File: src/rtl/gpu_bus_pkg.sv
// Shared types and constants for the host-to-GPU RAM request path.
package gpu_bus_pkg;

   localparam int ADDR_W = 20;
   localparam logic [7:0] OOB_DATA_DEF = 8'hFF;

   typedef enum logic [1:0] {
      ST_IDLE      = 2'd0,
      ST_WRITE     = 2'd1,
      ST_READ_WAIT = 2'd2,
      ST_RESPOND   = 2'd3
   } resp_state_t;

   typedef struct packed {
      logic [ADDR_W-1:0] addr;
      logic [7:0]        data;
   } wr_entry_t;

endpackage

File: src/rtl/host_wr_fifo.sv
// Synchronous write-entry FIFO; a push on a full queue succeeds when a pop happens in the same cycle.
module host_wr_fifo
   import gpu_bus_pkg::*;
#(
   parameter int DEPTH = 4
) (
   input  logic      GPU_CLK,
   input  logic      reset,
   input  logic      push,
   input  logic      pop,
   input  wr_entry_t din,
   output wr_entry_t dout,
   output logic      full,
   output logic      empty
);

   localparam int AW = $clog2(DEPTH);
   localparam logic [AW:0] PTR_ONE = {{AW{1'b0}}, 1'b1};

   wr_entry_t   mem [DEPTH];
   logic [AW:0] wptr;
   logic [AW:0] rptr;
   logic        do_pop;
   logic        do_push;

   // Pointers carry one extra wrap bit to tell full from empty.
   assign empty   = (wptr == rptr);
   assign full    = (wptr[AW] != rptr[AW]) && (wptr[AW-1:0] == rptr[AW-1:0]);
   assign do_pop  = pop && !empty;
   assign do_push = push && (!full || do_pop);
   assign dout    = mem[rptr[AW-1:0]];

   always_ff @(posedge GPU_CLK) begin
      if (!reset) begin
         wptr <= '0;
         rptr <= '0;
      end else begin
         if (do_push) wptr <= wptr + PTR_ONE;
         if (do_pop)  rptr <= rptr + PTR_ONE;
      end
   end

   always_ff @(posedge GPU_CLK) begin
      if (do_push) mem[wptr[AW-1:0]] <= din;
   end

endmodule

File: src/rtl/host_ram_responder.sv
// Host-side responder for GPU RAM port B: queues writes, holds one read, arbitrates against ram_busy.
module host_ram_responder
   import gpu_bus_pkg::*;
#(
   parameter logic [ADDR_W-1:0] RAM_TOP      = 20'h08000,
   parameter int                READ_LATENCY = 2,
   parameter int                WFIFO_DEPTH  = 4,
   parameter logic [7:0]        OOB_DATA     = OOB_DATA_DEF
) (
   input  logic              GPU_CLK,
   input  logic              reset,
   input  logic              host_wr_ena,
   input  logic              host_rd_req,
   input  logic [ADDR_W-1:0] host_addr,
   input  logic [7:0]        host_wdata,
   output logic [7:0]        host_rData,
   output logic              host_rd_rdy,
   output logic [ADDR_W-1:0] ram_addr,
   output logic [7:0]        ram_wdata,
   output logic              ram_we,
   input  logic [7:0]        ram_rdata,
   input  logic              ram_busy,
   output logic              wr_overflow,
   output logic              rd_collision
);

   resp_state_t       state;
   logic              rd_valid;
   logic [ADDR_W-1:0] rd_addr;
   logic              rd_oob;
   logic [2:0]        rd_cnt;
   logic              fifo_full;
   logic              fifo_empty;
   logic              fifo_pop;
   wr_entry_t         fifo_in;
   wr_entry_t         fifo_head;

   assign fifo_in  = '{addr: host_addr, data: host_wdata};
   assign fifo_pop = (state == ST_IDLE) && !ram_busy && !fifo_empty;

   host_wr_fifo #(.DEPTH(WFIFO_DEPTH)) u_wr_fifo (
      .GPU_CLK (GPU_CLK),
      .reset   (reset),
      .push    (host_wr_ena),
      .pop     (fifo_pop),
      .din     (fifo_in),
      .dout    (fifo_head),
      .full    (fifo_full),
      .empty   (fifo_empty)
   );

   always_ff @(posedge GPU_CLK) begin
      if (!reset) begin
         state        <= ST_IDLE;
         rd_valid     <= 1'b0;
         rd_addr      <= '0;
         rd_oob       <= 1'b0;
         rd_cnt       <= '0;
         ram_addr     <= '0;
         ram_wdata    <= '0;
         ram_we       <= 1'b0;
         host_rData   <= '0;
         host_rd_rdy  <= 1'b0;
         wr_overflow  <= 1'b0;
         rd_collision <= 1'b0;
      end else begin
         ram_we      <= 1'b0;
         host_rd_rdy <= 1'b0;

         if (host_wr_ena && fifo_full && !fifo_pop) wr_overflow <= 1'b1;

         if (host_rd_req) begin
            if (rd_valid) begin
               rd_collision <= 1'b1;
            end else begin
               rd_valid <= 1'b1;
               rd_addr  <= host_addr;
            end
         end

         case (state)
            ST_IDLE: begin
               // Writes drain first so a pending read observes every earlier write.
               if (!ram_busy) begin
                  if (!fifo_empty) begin
                     if (fifo_head.addr < RAM_TOP) begin
                        ram_addr  <= fifo_head.addr;
                        ram_wdata <= fifo_head.data;
                        ram_we    <= 1'b1;
                        state     <= ST_WRITE;
                     end
                  end else if (rd_valid) begin
                     if (rd_addr < RAM_TOP) begin
                        ram_addr <= rd_addr;
                        rd_cnt   <= 3'(READ_LATENCY);
                        rd_oob   <= 1'b0;
                        state    <= ST_READ_WAIT;
                     end else begin
                        rd_oob <= 1'b1;
                        state  <= ST_RESPOND;
                     end
                  end
               end
            end
            ST_WRITE: state <= ST_IDLE;
            ST_READ_WAIT: begin
               // Counter reaches zero as RESPOND begins, the cycle ram_rdata becomes valid.
               rd_cnt <= rd_cnt - 3'd1;
               if (rd_cnt == 3'd1) state <= ST_RESPOND;
            end
            ST_RESPOND: begin
               host_rData  <= rd_oob ? OOB_DATA : ram_rdata;
               host_rd_rdy <= 1'b1;
               rd_valid    <= 1'b0;
               state       <= ST_IDLE;
            end
            default: state <= ST_IDLE;
         endcase
      end
   end

endmodule

File: config.mk
export PLATFORM = sky130hd
export DESIGN_NAME = host_ram_responder
export DESIGN_NICKNAME = d
export VERILOG_FILES = /design/src/rtl/gpu_bus_pkg.sv /design/src/rtl/host_wr_fifo.sv /design/src/rtl/host_ram_responder.sv
export SDC_FILE = /design/constraint.sdc
export NUM_CORES = 1
export LEC_CHECK = 0
export ABC_AREA = 1
export CAP_MARGIN = 20
export CORE_MARGIN = 2
export CORE_UTILIZATION = 45
export CTS_BUF_LIST = sky130_fd_sc_hd__clkbuf_8 sky130_fd_sc_hd__clkbuf_16
export DETAILED_ROUTE_END_ITERATION = 10
export PLACE_DENSITY = 0.66
export SYNTH_ARGS = -nofsm -noshare
export SYNTH_HDL_FRONTEND = slang
export SYNTH_SLANG_ARGS = --single-unit
File: constraint.sdc
create_clock -name GPU_CLK -period 3 [get_ports GPU_CLK]
set_input_delay 0.6 -clock GPU_CLK [delete_from_list [all_inputs] [get_ports GPU_CLK]]
set_output_delay 0.6 -clock GPU_CLK [all_outputs]
set_load 0.05 [all_outputs]
==> results.txt, run 1 <==
* Count of buffers inserted at the top-level ports: 80
* Root buffer selected by CTS: sky130_fd_sc_hd__clkbuf_16
- Number of endpoints failing setup at the final stage: 0
- TritonCTS built the clock tree.
- Sequential cells were found to cover 65.2% of the synthesized design area.
* Max-cap violations: 0
* Kind of end point of the critical path: flip-flop
* Type of the worst min-delay path: flip-flop to flip-flop
- Maximum operating frequency: 409 MHz
- For this design the static power due to leakage is 3.51 nW.
* Most frequent cells in the layout: sky130_fd_sc_hd__edfxtp_1, sky130_fd_sc_hd__nor2_1, sky130_fd_sc_hd__nand2_1
- Prevailing post-synth register cell: sky130_fd_sc_hd__edfxtp_1
- Entering global routing, the biggest net connects 58 pins.
- CTS built an H-tree with a depth of 4.
- Power spread over the standard cell area amounts to 709 nW/um^2.
- Post-synthesis instance area: 7460 um^2
- Yosys warning count: 0
- Internal power summed over all cells: 4.54 mW
- The final critical path takes up 81.6% of the cycle.
* Placed Area: 8460 um^2
- Max-slew headroom at the worst pin: 36.1%
* Largest stage delay on the critical path: 0.44 ns
- Final non-filler cell area: 9060 um^2
- Overall die width: 133 um
- Via-to-Cell Ratio: 5.08
- At the end of routability-driven placement, the weighted congestion stood at 0.784.
- The via count of the first global-routing pass was 5079.
- Max clock buf depth: 2
- Setup Buffers After CTS: 0
* Cell repeated most along the worst path: sky130_fd_sc_hd__nand2_1
- Cells on Worst Hold Path: 2
- Post-detailed-route DRC marker count: 0
- Across the VDD grid, the largest voltage drop is 0.466 mV.
- Number of flops mapped to enable cells by yosys: 112
- In this run switching power makes up 29.3% of total power.
- Core area: 16400 um^2
* Count of cell types in the netlist: 33
* Initial cell density of the core: 45.5%
- Worst flop-to-flop path endpoint: ram_addr[6]
- Counting I/O delays and the setup requirement, the final critical path takes 2.45 ns.
- Most common library cell in the layout ignoring fill and taps: sky130_fd_sc_hd__edfxtp_1
- The floorplan step set the die height to 133 um.
- The number of cells on the worst reg-to-reg path is 11.
- Setup slack of the most critical reg-to-reg path: 0.55 ns
* Area of the multi-input gates: 2180 um^2
- Worst clock skew: 0.00585 ns
- Number of buffers created by CTS: 17
- For the worst-skew pair, the clock arrives at the later sink with an insertion delay of 0.43 ns.
- STA puts the critical path data arrival time at 2.77 ns.
- Worst Max-Slew Pin Slew: 0.957 ns
- After layout, the design draws a total of 6.43 mW.
- Number of pins with negative max-slew slack in the final report: 0
- Worst Path Required: 3.32 ns
- Area Overhead vs Synth: 21.5%
- Share of total power in combinational logic: 19.4%
- Routed WL per cell: 15.7 um
* Number of synthesized register bits: 187
* Wire length reported by the detailed router: 16300 um
* Number of routed nets with antenna violations: 0
- The first global-routing pass estimated 26200 um of wire.
- Synthesis handed over a netlist of 732 instances.
* CP max stage cell: sky130_fd_sc_hd__clkinv_1
* Placed wire-length estimate after detailed placement: 10400 um
- For this block, the via count after detailed routing is 5303.
- Counting every sink on the clock net gives 187.
* Net Count, Synth: 780
- Number of DRC violations after detailed-routing iteration 0: 422
- 81 I/O pins were placed.
- After clock tree synthesis, the clock-pin slew on the worst setup and hold paths is 0.06 ns.
- Setup repair after global routing left no endpoint under its margin.
* Min-Delay Endpoint: rd_addr[2]
* Final TNS setup: 0 ns
- Category of the worst setup path launch point: flip-flop
- Along the worst path, the maximum fanout reaches 36.
* Antenna Diode Count: 0
- Status: completed
- After the last flow step, the layout net total stands at 858.
- The number of hold violations in the final report is 0.
* Number of core rows: 47
- For this run the aggregate overflow at the end of global routing stands at 0.
* Number of filler instances in the final layout: 1350
- The pre-antenna-repair detailed-routing pass consisted of 5 iterations.
- Flop pwr share: 45.7%
- Die footprint: 17600 um^2
- Post-CTS Resized: 0
- Mean cell area of the mapped netlist: 10.2 um^2
- The post-route netlist has 9.11% of its cells at a drive strength greater than 1.
- Clock network fraction of total power: 34.8%
- List of cells traversed by the critical path: buf_4 -> clkinv_1 -> nand3_1 -> nand2_1 -> nand2_1 -> nor2_4 -> nand3_4 -> buf_4 -> nand3_1 -> nand2_1 -> nor2_1
- In this run the most critical hold path is launched from rd_addr[2].
- Type of the setup path with the least slack: flip-flop to flip-flop
- Global Route Usage Sum: 19.3%
- The number of antenna violations at the first check in global routing came to 0.
* Hold bufs inserted after CTS: 0
* Area taken by flip-flops and latches: 4860 um^2
- For this design the total switching power over the nets is 1.88 mW.
* Proportion of synthesized flip-flops having asynchronous set or reset: 0%
[registers in the layout (all words and copies together), names as in the netlist, named ones only]
signal          cells
wr_overflow         1
u_wr_fifo.mem     112
u_wr_fifo.wptr      3
u_wr_fifo.rptr      3
rd_cnt              3
ram_addr           20
rd_collision        1
ram_we              1
rd_oob              1
ram_wdata           8
rd_addr            20
state               2
host_rd_rdy         1
host_rData          8
rd_valid            1
[how the worst max path moves through the flow]
stage | start | endpoint
3_5_place_dp | ram_busy | u_wr_fifo.mem[1][4]
4_1_cts | flip-flop | ram_addr[6]
3_3_place_gp | ram_busy | u_wr_fifo.mem[1][1]
6_report | flip-flop | ram_addr[6]
2_1_floorplan | ram_busy | u_wr_fifo.mem[0][0]
5_1_grt | flip-flop | ram_addr[6]
[worst max-delay path: cells and delay by family, from the launching register on]
kind,cells,cell delay [ns]
buffers and inverters,3,1.12
flip-flops,1,0.31
AND/OR/NAND/NOR,8,0.89
[area by class of cell]
type,count,share of cell area [%]
clock buffer,19,5.00
inverter,59,2.50
multi-input combinational,449,24.1
timing repair buffer,96,10.1
clock inverter,13,1.56
tap,220,3.04
sequential,187,53.7
[synthesized netlist by cell type (3+ instances only)]
cell | count | area, um^2
sky130_fd_sc_hd__edfxtp_1 | 112 | 3360
sky130_fd_sc_hd__nor2_1 | 112 | 420
sky130_fd_sc_hd__nand2_1 | 102 | 383
sky130_fd_sc_hd__o21ai_0 | 90 | 450
sky130_fd_sc_hd__dfxtp_1 | 75 | 1500
sky130_fd_sc_hd__inv_1 | 53 | 199
sky130_fd_sc_hd__a21oi_1 | 48 | 240
sky130_fd_sc_hd__nand3_1 | 30 | 150
sky130_fd_sc_hd__clkbuf_1 | 18 | 67.6
sky130_fd_sc_hd__o21ai_1 | 16 | 80.1
sky130_fd_sc_hd__o22ai_1 | 15 | 93.8
sky130_fd_sc_hd__buf_2 | 9 | 45.0
sky130_fd_sc_hd__nand3_2 | 9 | 90.1
sky130_fd_sc_hd__ha_1 | 7 | 87.6
sky130_fd_sc_hd__nand4_1 | 6 | 37.5
sky130_fd_sc_hd__buf_4 | 4 | 30.0
sky130_fd_sc_hd__buf_6 | 4 | 45.0
sky130_fd_sc_hd__inv_2 | 3 | 11.3
[metal layers]
layer / vias to the layer above / routed length, um / track usage, %
met5: - / 0 / 0
met4: 0 / 349 / 8.36
li1: 2640 / - / -
met1: 2481 / 7300 / 25.6
met3: 24 / 949 / 3.52
met2: 158 / 7740 / 31.2
[power by group through the flow]
stage	clock [mW]	sequential, mW	combinational [mW]
final	2.24	2.94	1.25
after global routing	2.38	2.95	1.42
after CTS	2.28	2.94	1.26
after detailed placement	0	2.99	1.25
after global placement	0	2.99	1.22
after floorplan	0	3.07	0.801
[through the flow]
step                utilization, %  setup WS, ns  hold WS [ns]  std cells
finish                        55.2         0.552         0.454       1043
global route                  55.2         0.262         0.482       1043
CTS                           55.2         0.535         0.449       1043
detailed placement            51.6         0.366         0.439       1011
global placement              51.6         0.456         0.434       1011
floorplan                        -         0.207         0.425        732
[cells by family after synthesis]
logic type	share of synthesized area [%]
flip-flops	65.2
XOR/XNOR	0.336
AND/OR/NAND/NOR	15.9
adder cells (fa/ha/maj)	1.17
buffers and inverters	5.65
AO/OA/AOI/OAI	11.7
Note: power is estimated with default switching activity, not from simulation.
==> inputs of run 2 (changes only) <==
--- a/config.mk
+++ b/config.mk
@@ -11,7 +11,7 @@
 export CORE_UTILIZATION = 45
 export CTS_BUF_LIST = sky130_fd_sc_hd__clkbuf_8 sky130_fd_sc_hd__clkbuf_16
 export DETAILED_ROUTE_END_ITERATION = 10
-export PLACE_DENSITY = 0.66
+export PLACE_DENSITY = 0.68
 export SYNTH_ARGS = -nofsm -noshare
 export SYNTH_HDL_FRONTEND = slang
 export SYNTH_SLANG_ARGS = --single-unit
==> constraint.sdc (replaced) <==
create_clock -name GPU_CLK -period 2.1 [get_ports GPU_CLK]
set_input_delay 0.42 -clock GPU_CLK [delete_from_list [all_inputs] [get_ports GPU_CLK]]
set_output_delay 0.42 -clock GPU_CLK [all_outputs]
set_load 0.05 [all_outputs]
==> results.txt, run 2 (synthesis gave the netlist of run 1 again) <==
- Via-to-Cell Ratio: 5.16 (+1.4%)
- Leak: 3.59 nW (+2.3%)
- The number of diodes came to 0 (unchanged).
* Number of routed nets with antenna violations: 0 (unchanged)
- The share of final-layout standard cells stronger than drive strength 1 is 10.1% (+0.97 points).
- Leaving out fill and tap cells, the most frequent cell in the layout is sky130_fd_sc_hd__edfxtp_1.
- The number of optimization iterations in the first detailed-route pass was 5 (unchanged).
- Post-detailed-route DRC marker count: 0 (unchanged)
* Worst clock skew: 0.00694 ns (+0.00109 ns)
- TritonCTS built the clock tree.
- Maximum number of pins on one net before global-route repair: 58 (unchanged)
- Clock tree synthesis selected as its root buffer the cell sky130_fd_sc_hd__clkbuf_16.
- The number of buffers between clock root and the deepest sink was 2 (unchanged).
- The max-slew violation count is 0 (unchanged).
- The switching power summed over all nets is 2.72 mW (+45%).
- The number of hold violations in the final report came to 0 (unchanged).
- Category of the worst setup path launch point: flip-flop
* Level count of the clock H-tree: 4 (unchanged)
* Overall overflow remaining after global route: 0 (unchanged)
- The slowest stage of the critical path belongs to the cell sky130_fd_sc_hd__clkdlybuf4s50_1.
* First-pass GRT wire length: 26400 um (+0.63%)
* Source-to-sink clock delay at the later pin of the worst-skew pair: 0.43 ns (about the same)
* Internal power summed over all cells: 6.42 mW (+41%)
- The worst hold-check slack came to 0.394 ns (-0.0599 ns).
* Die footprint: 17600 um^2 (unchanged)
- The total global routing track utilization is 19.2% (-0.14 points).
- The number of buffers added by the clock tree synthesis step was 17 (unchanged).
- Cell family with most CP delay: buffers and inverters
- The share of total power consumed by net switching was 29.8% (+0.52 points).
- The worst setup path is of the flip-flop to output port kind.
- The number of buffers inserted by port buffering is 80 (unchanged).
- Worst Path Required: 1.68 ns (-1.64 ns)
- Data arrival, critical path: 1.60 ns (-1.17 ns)
* CP bufs+invs: 1 (-2)
- Timing would allow up to 496 MHz.
* Die height: 133 um (unchanged)
- The number of max-capacitance violations reported came to 0 (unchanged).
- Area Overhead vs Synth: 23.1%
- The hold buffer count at CTS is 0 (unchanged).
- The sink count of the clock tree is 187 (unchanged).
* Status: completed
- The total number of nets in the final design was 868 (+1.2%).
- Flop pwr share: 46.2% (+0.5 points)
- The worst setup path is captured at an output port.
* Worst IR Drop VDD: 0.599 mV (+29%)
- Placed wire-length estimate after detailed placement: 11600 um (+12%)
- Post-route fraction of the period consumed by the critical path: 96.0%
- The violation count after the first detailed-route iteration was 712 (+69%).
* Boundary pin count: 81 (unchanged)
- Share of total power in combinational logic: 21.0% (+1.6 points)
- Placer congestion estimate: 0.877 (+12%)
- Vias in the first global route: 5136 (+1.1%)
* Highest net fanout along the worst path: 2 (-94%)
* Count of vias placed by the detailed router: 5431 (+2.4%)
* Power per standard cell area: 996 nW/um^2 (+40%)
- The share of power burned in the clock network was 32.9% (-1.9 points).
* Final core area utilization: 56.0% (+0.75 points)
- The buffer count from post-CTS setup fixing came to 0 (unchanged).
- The effective utilization at floorplan is 45.5% (unchanged).
- Number of endpoints failing setup at the final stage: 0 (unchanged)
- The cell row count was 47 (unchanged).
- Final critical-path required period: 2.02 ns
- Wire length reported by the detailed router: 16500 um (+0.86%)
- The number of flip-flops in the largest register was 112 (unchanged).
- The number of antenna violations at the first check in global routing came to 0 (unchanged).
- Routed WL per cell: 15.6 um (-0.10%)
- The clock edge transition at the registers on the reported setup and hold paths came to 0.07 ns (about the same).
* Largest stage delay on the critical path: 0.82 ns (+0.38 ns)
* Most frequent cells in the layout: sky130_fd_sc_hd__edfxtp_1, sky130_fd_sc_hd__nor2_1, sky130_fd_sc_hd__nand2_1
* Core area: 16400 um^2 (unchanged)
- The worst hold path belongs to the class input pin to flip-flop.
* Post-CTS Resized: 0 (unchanged)
* RSZ-0062 raised after global routing: no
- The transition time at the pin with the least slew margin was 0.705 ns (-0.252 ns).
- Overall die width: 133 um (unchanged)
* List of cells traversed by the critical path: clkdlybuf4s50_1
* Final TNS setup: 0 ns (unchanged)
- Max-slew headroom at the worst pin: 53.0% (+17 points)
run 2: cell count changes in the layout (fill, tap and decap cells not counted), moves of 2 or more:
cell / change
sky130_fd_sc_hd__clkinvlp_4: -4
sky130_fd_sc_hd__inv_4: +2
sky130_fd_sc_hd__buf_4: +3
sky130_fd_sc_hd__inv_1: +3
sky130_fd_sc_hd__buf_12: +6
run 2: layout make-up:
class                      instances  area (um^2)
sequential                       187         4870
inverter                          59          229
clock buffer                      19          453
tap                              220          275
multi-input combinational        449         2180
timing repair buffer             106         1070
fill                            1348         7230
clock inverter                    13          104
run 2: metrics by stage:
stage | power [mW] | setup WS (ns) | area [um^2] | instances
after floorplan | 5.54 | -0.159 | 7470 | 732
after global placement | 6.13 | -0.225 | 8610 | 1021
after detailed placement | 6.18 | -0.212 | 8610 | 1021
after CTS | 9.17 | 0.0602 | 9170 | 1053
after global routing | 9.55 | 0.0250 | 9180 | 1053
final | 9.15 | 0.0849 | 9180 | 1053
run 2: final timing paths:
kind                                   from            to  slack (ns)  cells after the start
worst min-delay path                  reset   ram_addr[5]        0.39                      3
worst max-delay path            ram_addr[6]   ram_addr[6]        0.08                      1
worst min register to register   rd_addr[7]    rd_addr[7]        0.45                      2
worst max register to register    flip-flop  ram_wdata[3]        0.20                     10
run 2: metal layers:
layer / vias up / global-route usage, % / part of all wire, %
met1: 2527 / 27.6 / 47
met5: - / 0 / 0
met4: 0 / 8.12 / 2.1
met2: 215 / 27.9 / 44
li1: 2664 / - / -
met3: 25 / 4.41 / 7.4
run 2: power by group through the flow:
stage	Sequential [mW]	Combinational [mW]	Clock, mW
finish	4.22	1.92	3.01
global route	4.24	2.11	3.20
CTS	4.22	1.90	3.06
detailed placement	4.29	1.88	0
global placement	4.28	1.85	0
floorplan	4.39	1.15	0
==> inputs of run 3 (changes only) <==
--- a/config.mk
+++ b/config.mk
@@ -9,9 +9,11 @@
 export CAP_MARGIN = 20
 export CORE_MARGIN = 2
 export CORE_UTILIZATION = 45
-export CTS_BUF_LIST = sky130_fd_sc_hd__clkbuf_8 sky130_fd_sc_hd__clkbuf_16
+export CTS_BUF_LIST = sky130_fd_sc_hd__clkbuf_8
 export DETAILED_ROUTE_END_ITERATION = 10
-export PLACE_DENSITY = 0.68
+export PLACE_DENSITY = 0.69
+export SLEW_MARGIN = 15
 export SYNTH_ARGS = -nofsm -noshare
 export SYNTH_HDL_FRONTEND = slang
+export SYNTH_HIERARCHICAL = 1
 export SYNTH_SLANG_ARGS = --single-unit
==> results.txt, run 3 <==
* Status: completed
* Number of endpoints failing setup at the final stage: 0 (unchanged)
* Worst Path Required: 1.68 ns (about the same)
- Wire length reported by the detailed router: 16500 um (+0.35%)
- The power density over the cells is 914 nW/um^2 (-8.2%).
* Antenna Diode Count: 0 (unchanged)
* Leak: 3.63 nW (+1.0%)
- The number of flip-flops in the largest register came to 112 (unchanged).
- List of cells traversed by the critical path: clkdlybuf4s50_1
* Worst Max-Slew Pin Slew: 0.537 ns (-0.168 ns)
* Leading post-synthesis cells by cell area: sky130_fd_sc_hd__edfxtp_1, sky130_fd_sc_hd__dfxtp_1, sky130_fd_sc_hd__nor2_1
- Final count of hold timing violations: 0 (unchanged)
- Type of the setup path with the least slack: flip-flop to output port
- RSZ-0062 raised after global routing: no
- Max-slew headroom at the worst pin: 64.1% (+11 points)
- Maximum number of pins on one net before global-route repair: 32 (-45%)
- The largest driver fanout on the critical path was 2 (unchanged).
* Number of flops mapped to enable cells by yosys: 112 (unchanged)
* Number of routed nets with antenna violations: 0 (unchanged)
- Max-cap violations: 0 (unchanged)
* Vias in the first global route: 5135 (-0.019%)
- The final design utilization is 56.9% (+0.91 points).
- Global Route Usage Sum: 19.7% (+0.58 points)
- Post-detailed-route DRC marker count: 0 (unchanged)
- The signal arrival time at the worst endpoint was 1.63 ns (+0.03 ns).
- Placer congestion estimate: 0.796 (-9.2%)
- Count of buffers inserted at the top-level ports: 80 (unchanged)
- Number of pins with negative max-slew slack in the final report: 0 (unchanged)
- Mean cell area of the mapped netlist: 10.7 um^2 (+4.9%)
- Count of cell types in the netlist: 30 (-9.1%)
- The violation count after the first detailed-route iteration came to 406 (-43%).
- Cell taking the most area after synthesis: sky130_fd_sc_hd__edfxtp_1
- The kind of cell with the highest combined delay along the critical path is buffers and inverters.
- The total global routing overflow is 0 (unchanged).
* Die footprint: 17300 um^2 (-1.8%)
- Proportion of synthesized flip-flops having asynchronous set or reset: 0% (unchanged)
- From synthesis to final layout, the design area changed by 23.4%.
- The buffer count from post-CTS setup fixing is 0 (unchanged).
- Overall die width: 132 um (-0.89%)
- Initial cell density of the core: 46.1% (+0.63 points)
- The clock edge transition at the registers on the reported setup and hold paths was 0.10 ns (+0.03 ns).
* Yosys warning count: 6 (+6)
- The worst path setup slack after routing is 0.0481 ns (-0.0368 ns).
- Via-to-Cell Ratio: 5.27 (+2.3%)
- Core area: 15900 um^2 (-3.2%)
* Root buffer selected by CTS: sky130_fd_sc_hd__clkbuf_8
- The wire length of the first global-routing pass is 26800 um (+1.7%).
- The count of buffer and inverter cells on the critical path is 1 (unchanged).
- Maximum operating frequency: 487 MHz (-1.8%)
- The time the final worst path needs with I/O delays and setup came to 2.05 ns (+0.0368 ns).
* Placed wire-length estimate after detailed placement: 11200 um (-4.1%)
- Drt first pass iters: 5 (unchanged)
- The final-layout setup total negative slack came to 0 ns (unchanged).
- Prevailing post-synth register cell: sky130_fd_sc_hd__edfxtp_1
- Worst slack at placement: -0.0316 ns (+0.180 ns)
- Count of vias placed by the detailed router: 5311 (-2.2%)
* Number of core rows: 46 (-2.1%)
* Sequential cell area fraction in the yosys report: 66.5% (+1.2 points)
- The sink count of the clock tree was 187 (unchanged).
- Post-route fraction of the period consumed by the critical path: 97.7% (+1.8 points)
- Post-synthesis instance area: 7320 um^2 (-1.8%)
- The share of final-layout standard cells stronger than drive strength 1 came to 12.5% (+2.4 points).
- Number of instances in the synthesized netlist: 685 (-6.4%)
* Worst clock skew: 0.0148 ns (+0.00789 ns)
* Leading cell type by number of instances after synthesis: sky130_fd_sc_hd__nor2_1
- Number of synthesized register bits: 187 (unchanged)
- Kind of end point of the critical path: output port
- Boundary pin count: 81 (unchanged)
- Net Count, Synth: 733 (-6.0%)
- Initial antenna violation count: 0 (unchanged)
- Proportion of netlist area held by the largest area contributor: 45.9% (+0.84 points)
* NumNets Final: 826 (-4.8%)
* Die height: 132 um (-0.89%)
- The number of buffers added by the clock tree synthesis step came to 17 (unchanged).
- Category of the worst setup path launch point: flip-flop
- The worst stage delay on the critical path was 0.81 ns (about the same).
- Most frequent cells in the layout: sky130_fd_sc_hd__nor2_1, sky130_fd_sc_hd__edfxtp_1, sky130_fd_sc_hd__o21ai_0
* Top cells by instance count after synthesis: sky130_fd_sc_hd__nor2_1, sky130_fd_sc_hd__edfxtp_1, sky130_fd_sc_hd__dfxtp_1, sky130_fd_sc_hd__o21ai_0, sky130_fd_sc_hd__nand2_1
* Routed WL per cell: 16.4 um (+4.9%)
* Max clock buf depth: 2 (unchanged)
- Source-to-sink clock delay at the later pin of the worst-skew pair: 0.47 ns (+0.04 ns)
* Most common library cell in the layout ignoring fill and taps: sky130_fd_sc_hd__nor2_1
- Level count of the clock H-tree: 4 (unchanged)
- Worst IR Drop VDD: 0.449 mV (-25%)
- CP max stage cell: sky130_fd_sc_hd__clkdlybuf4s50_1
- In this run the worst hold path is classified as input pin to flip-flop.
- Clock tree from TritonCTS: done
## run 3: kinds of logic (layout without fill, tap and decap cells)
logic type	Yosys count	count (layout)	synth area share, %
buffers and inverters	67	173	4.24
multiplexers	15	15	2.05
adder cells (fa/ha/maj)	7	7	1.20
XOR/XNOR	3	3	0.462
AO/OA/AOI/OAI	154	154	11.1
AND/OR/NAND/NOR	252	252	14.5
flip-flops	187	187	66.5
## run 3: final timing paths
kind	startpoint	end	slack, ns	cells past startpoint
worst max-delay path	host_rData[5]	host_rData[5]	0.05	1
worst min-delay path	reset	state[0]	0.43	4
worst max register to register	u_wr_fifo/wptr[0]	u_wr_fifo/mem[0][10]	0.13	11
worst min register to register	rd_addr[19]	rd_addr[19]	0.45	2
## run 3: routing by layer
metal,wire (um),vias to the layer above,track usage [%],share of wire (%)
met2,8240,162,33.2,50
met4,248,0,6.40,1.5
met1,7120,2574,25.6,43
met5,0,-,0,0
met3,930,22,4.24,5.6
li1,-,2553,-,-
## run 3: timing repair
action / in CTS / in global routing
resized for setup: 2 / 19
hold buffers: 0 / 0
pin swaps: 0 / 1
setup endpoints to repair: 2 / 42
## run 3: where the power goes
| group | leakage (nW) | switching (mW) | internal, mW |
|---|---|---|---|
| Sequential | 1.64 | 0.0960 | 4.08 |
| Clock | 0.226 | 1.36 | 1.23 |
| Combinational | 1.76 | 0.950 | 0.537 |
## run 3: layout make-up
type | count | area [um^2]
Clock buffer | 17 | 234
Clock inverter | 15 | 213
Fill cell | 1347 | 6850
Inverter | 32 | 123
Multi-Input combinational cell | 431 | 2210
Sequential cell | 187 | 4870
Tap cell | 216 | 270
Timing Repair Buffer | 109 | 1110
## run 3: metrics by stage
step | area (um^2) | hold WS, ns | power (mW) | std cells
floorplan | 7390 | 0.429 | 5.26 | 685
global placement | 8540 | 0.435 | 5.70 | 975
detailed placement | 8540 | 0.441 | 5.74 | 975
CTS | 8980 | 0.399 | 8.31 | 1007
global route | 9030 | 0.423 | 8.63 | 1007
finish | 9030 | 0.426 | 8.26 | 1007
